<file path="config.mk">
export PLATFORM = sky130hd
export DESIGN_NAME = count_ctrl
export DESIGN_NICKNAME = d
export VERILOG_FILES = /design/src/rtl/count_ctrl.sv
export SDC_FILE = /design/constraint.sdc
export NUM_CORES = 1
export LEC_CHECK = 0
export ABC_CLOCK_PERIOD_IN_PS = 1100
export CAP_MARGIN = 5
export CORE_MARGIN = 1.5
export CORE_UTILIZATION = 38
export DETAILED_ROUTE_END_ITERATION = 7
export HOLD_SLACK_MARGIN = 0.15
export PLACE_DENSITY = 0.73
export SYNTH_ARGS = -nofsm -noshare
export SYNTH_HDL_FRONTEND = slang
export SYNTH_SLANG_ARGS = --single-unit
</file>
<file path="constraint.sdc">
create_clock -name clk -period 1.1 [get_ports clk]
set_input_delay 0.11 -clock clk [delete_from_list [all_inputs] [get_ports clk]]
set_output_delay 0.11 -clock clk [all_outputs]
set_load 0.02 [all_outputs]
</file>
<file path="src/rtl/count_ctrl.sv">
`default_nettype none
// ============================================================================
//  count_ctrl - sweep controller for an external 4-bit up/down loadable counter
//  Optional ping-pong sweeps enabled by defining COUNT_CTRL_PINGPONG_EN.
//  Revision: 1.0
// ============================================================================
module count_ctrl #(
   parameter int PASSES = 4
) (
   input  logic       clk,
   input  logic       reset,
   input  logic       start,
   input  logic       abort,
   input  logic       mode,
   input  logic [3:0] start_val,
   input  logic [3:0] end_val,
   input  logic [3:0] q,
   output logic       load,
   output logic       up,
   output logic [3:0] d,
   output logic       busy,
   output logic       done
);

   typedef enum logic [1:0] {
      ST_IDLE = 2'd0,
      ST_LOAD = 2'd1,
      ST_RUN  = 2'd2,
      ST_DONE = 2'd3
   } state_e;

   state_e     state_q;
   logic [3:0] org_q;
   logic [3:0] tgt_q;
   logic       dir_q;
   logic       at_tgt;

`ifdef COUNT_CTRL_PINGPONG_EN
   localparam logic [3:0] C_PASSES = 4'(PASSES);
   logic       mode_q;
   logic [3:0] leg_q;
`else
   localparam int unused_passes = PASSES;
   logic       unused_mode;
   assign unused_mode = mode;
`endif

   assign at_tgt = (q == tgt_q);

   always_ff @(posedge clk) begin
      if (reset) begin
         state_q <= ST_IDLE;
         org_q   <= 4'd0;
         tgt_q   <= 4'd0;
         dir_q   <= 1'b0;
`ifdef COUNT_CTRL_PINGPONG_EN
         mode_q  <= 1'b0;
         leg_q   <= 4'd0;
`endif
      end else begin
         case (state_q)
            ST_IDLE: begin
               if (start) begin
                  org_q   <= start_val;
                  tgt_q   <= end_val;
                  dir_q   <= (end_val >= start_val);
`ifdef COUNT_CTRL_PINGPONG_EN
                  mode_q  <= mode;
                  leg_q   <= 4'd0;
`endif
                  state_q <= ST_LOAD;
               end
            end
            ST_LOAD: begin
               state_q <= abort ? ST_IDLE : ST_RUN;
            end
            ST_RUN: begin
               // Abort takes priority over reaching the endpoint.
               if (abort) begin
                  state_q <= ST_IDLE;
               end else if (at_tgt) begin
`ifdef COUNT_CTRL_PINGPONG_EN
                  leg_q <= leg_q + 4'd1;
                  if (!mode_q || ((leg_q + 4'd1) == C_PASSES)) begin
                     state_q <= ST_DONE;
                  end else begin
                     org_q <= tgt_q;
                     tgt_q <= org_q;
                     dir_q <= ~dir_q;
                  end
`else
                  state_q <= ST_DONE;
`endif
               end
            end
            ST_DONE: begin
               state_q <= ST_IDLE;
            end
            default: begin
               state_q <= ST_IDLE;
            end
         endcase
      end
   end

   // Outside LOAD and stepping RUN cycles the counter is told to reload itself.
   always_comb begin
      load = 1'b1;
      up   = 1'b0;
      d    = q;
      busy = 1'b0;
      done = 1'b0;
      case (state_q)
         ST_LOAD: begin
            d    = org_q;
            up   = dir_q;
            busy = 1'b1;
         end
         ST_RUN: begin
            load = at_tgt;
            up   = dir_q;
            busy = 1'b1;
         end
         ST_DONE: begin
            done = 1'b1;
         end
         default: begin
            load = 1'b1;
         end
      endcase
   end

endmodule
`default_nettype wire

</file>
==> run_results.csv <==
group,metric,value,unit
setup_path,cp-start-kind,"flop",
synthesis,synth-async-reset-ratio,0,
synthesis,synth_mux_area_frac,0.06716,
timing,finalHoldViolCount,0,
placed_design,place_inst,129,
placed_design,placed_area,1050,um^2
synthesis,synth_seq_cells,11,
power,p_leak,0.5261,nW
synthesis,syn_nets,107,
finish,fin_area,1232,um^2
setup_path,reg2reg_from,"state_q[0]$_SDFFE_PP0P_",
setup_path,worst-endpoint-arrival,1.33,ns
power,power,1.285,mW
timing,rsz0062_at_grt,"yes",
synthesis,netlist_area,670.6,um^2
routing,drtPass1Iterations,4,
clock_network,clock_latency,0.27,ns
grt,antenna_found_initial,0,
timing,worst_pin_slew,0.1976,ns
setup_path,path_class,"reg2out",
finish,antenna_cells,0,
setup_path,worst-path-max-fanout,5,
synthesis,synth_compound_area_frac,0.1213,
timing,post-route-period-util,1.305,
synthesis,synthSimpleGateAreaFrac,0.2164,
placed_design,port_buffers,23,
synthesis,seq_area_frac_synth,0.3284,
synthesis,synth_area_leaders,"dfxtp_1 (33%), ha_1 (17%), nand2_1 (10%), a21oi_1 (6.7%), mux2_2 (6.7%)",
routing,wl_per_cell,13.72,um
power,cellPowerDensity,1043,nW/um^2
synthesis,synth_xor_area_frac,0.05224,
floorplan,dieArea,2026,um^2
clock_network,cts_max_level,1,
floorplan,start_util,0.4254,
floorplan,die_height,45.01,um
clock_network,cts_buffers,3,
finish,area_growth,83.77,%
synthesis,synth_enable_flop_cells,0,
placed_design,hpwl,1.176,mm
synthesis,synth_top_family_by_area,"simple AND/OR/NAND/NOR gates",
routing,drt_iter0_drc,19,
finish,layout-drive-gt1-share,0.4667,
floorplan,floorplan.rows,14,
timing,min_period,1.435,ns
grt,grt_max_degree,11,
timing,finalWorstSetupSlack,-0.3353,ns
timing,slew_violations,0,
timing,setup-violations-final,19,
synthesis,synth_common_cells,"nand2_1 (18), dfxtp_1 (11), a21oi_1 (9), ha_1 (9), inv_1 (6)",
setup_path,slowest_stage,"dfxtp_2",
setup_path,startpoint,"state_q[1]$_SDFFE_PP0P_",
setup_path,cp-end-kind,"primary output",
finish,finalNonFillerCells,136,
routing,routed_via_density,5.051,
setup_path,crit_family,"flip-flops",
synthesis,yosys.cell_count.top_type,"nand2_1",
floorplan,die_w,45.01,um
setup_path,rrSetupSlack,-0.30,ns
job,maxCapViolCount,0,
grt,grt_pass1_wl,2.801,mm
setup_path,worstPathCellList,"inv_2, ha_4, mux2_4, buf_6",
min_path,min_from,"start_val[0]",
synthesis,post-synth-top-area-cell,"dfxtp_1",
timing,skew,0.003795,ns
routing,vias,687,
status,status,"finished with violations",
synthesis,syn_area_per_cell,8.280,um^2
setup_path,crit_buf_inv,2,
floorplan,io_pins,25,
status,violations,"setup timing",
synthesis,synth_cells,81,
grt,grt_overflow,0,
timing,slew_headroom,0.8673,
clock_network,clk_pin_slew,0.08,ns
finish,nets,147,
clock_network,cts_sinks,11,
routing,wl,1.866,mm
routing,ant_nets,0,
synthesis,synth_cell_types,22,
grt,track_usage,0.1868,
power,ir_drop,0.6961,mV
grt,grt_pass1_vias,682,
synthesis,synthFlopType,"dfxtp_1",
clock_network,cts_buffer_depth,2,
synthesis,synthDominantCellAreaShare,0.3284,
placed_design,place_congestion,0.7862,
synthesis,synth_fa_ha_area_frac,0.1679,
timing,fmax,696.7,MHz
setup_path,cpPeakStageDelay,0.33,ns
routing,drc_errors,0,
clock_network,tritoncts,"done",
setup_path,cp.required,0.99,ns
min_path,worstHoldPathType,"in2reg",
floorplan,core,1577,um^2
synthesis,yosysWarnings,0,
clock_network,cts-root-buf,"clkbuf_4",
==> cell families after synthesis <==
kind of cell	Yosys count
muxes	4
AOI/OAI and AO/OA	14
xor gates and xnor gates	4
and+or+nand+nor	31
buffers and inverters	8
adders and majority gates	9
DFF	11
==> cells in the final DEF, fill, tap and decap left out, types with 5 or more instances in the layout <==
| master | count |
|---|---|
| clkdlybuf4s50_1 | 11 |
| ha_1 | 5 |
| dfxtp_1 | 9 |
| nand2_1 | 12 |
| buf_4 | 6 |
| buf_6 | 14 |
| nand2_2 | 5 |
| a21oi_2 | 7 |
==> routing by layer <==
metal  part of all wire  vias up  wire, um  track usage
met5                  0        -         0            0
li1                   -      349         -            -
met4             0.0032        0         6      0.03529
met3              0.034        2        64      0.03600
met1               0.41      317       763       0.2247
met2               0.55       19      1033       0.3429
==> worst register-to-register path: cells and delay by family (launching register included) <==
kind	cells	cell delay, ns
adder cells (fa/ha/maj)	1	0.16
AND/OR/NAND/NOR	1	0.13
buffers and inverters	3	0.27
AO/OA/AOI/OAI	3	0.38
flip-flops	1	0.38
==> state kept, by name, summed over array words and instances (netlist names) <==
name and count:
state_q 2, org_q 4, tgt_q 4, dir_q 1
==> through the flow <==
stage          TNS [ns]  worst slack (ns)    util  hold WS [ns]
2_1_floorplan   -0.2085          -0.03877       -        0.2059
3_3_place_gp     -5.513           -0.5638  0.6659        0.4393
3_5_place_dp     -5.679           -0.5736  0.6659        0.4448
4_1_cts          -3.546           -0.3331  0.7151        0.2290
5_1_grt          -4.187           -0.3604  0.7817        0.2308
6_report         -3.437           -0.3353  0.7817        0.2327
==> path summary, 6_finish.rpt <==
kind	endpoint	cells after the start
worst min register to register	org_q[3]$_SDFFE_PP0P_	2
worst max register to register	state_q[1]$_SDFFE_PP0P_	8
worst min-delay path	org_q[0]$_SDFFE_PP0P_	3
worst max-delay path	d[3]	4
==> repair_timing <==
item / CTS / global route
setup buffers: 0 / 2
resized for setup: 62 / 22
hold endpoints to repair: 0 / 1
endpoints found under the setup margin: 19 / 19
hold buffers: 0 / 1
pin swaps: 4 / 8
cloned: 0 / 0
==> area by class of cell <==
class / count / area (um^2)
tap: 16 / 20.02
timing repair buffer: 37 / 381.6
multi-input combinational: 62 / 551.8
clock buffer: 4 / 26.28
sequential: 11 / 225.2
inverter: 6 / 27.53
fill: 113 / 344.1
==> where the power goes <==
group | switching [mW] | total, mW | internal (mW)
Combinational | 0.236 | 0.541 | 0.305
Sequential | 0.0231 | 0.454 | 0.431
Clock | 0.151 | 0.291 | 0.140
(Power assumes the default switching activity.)
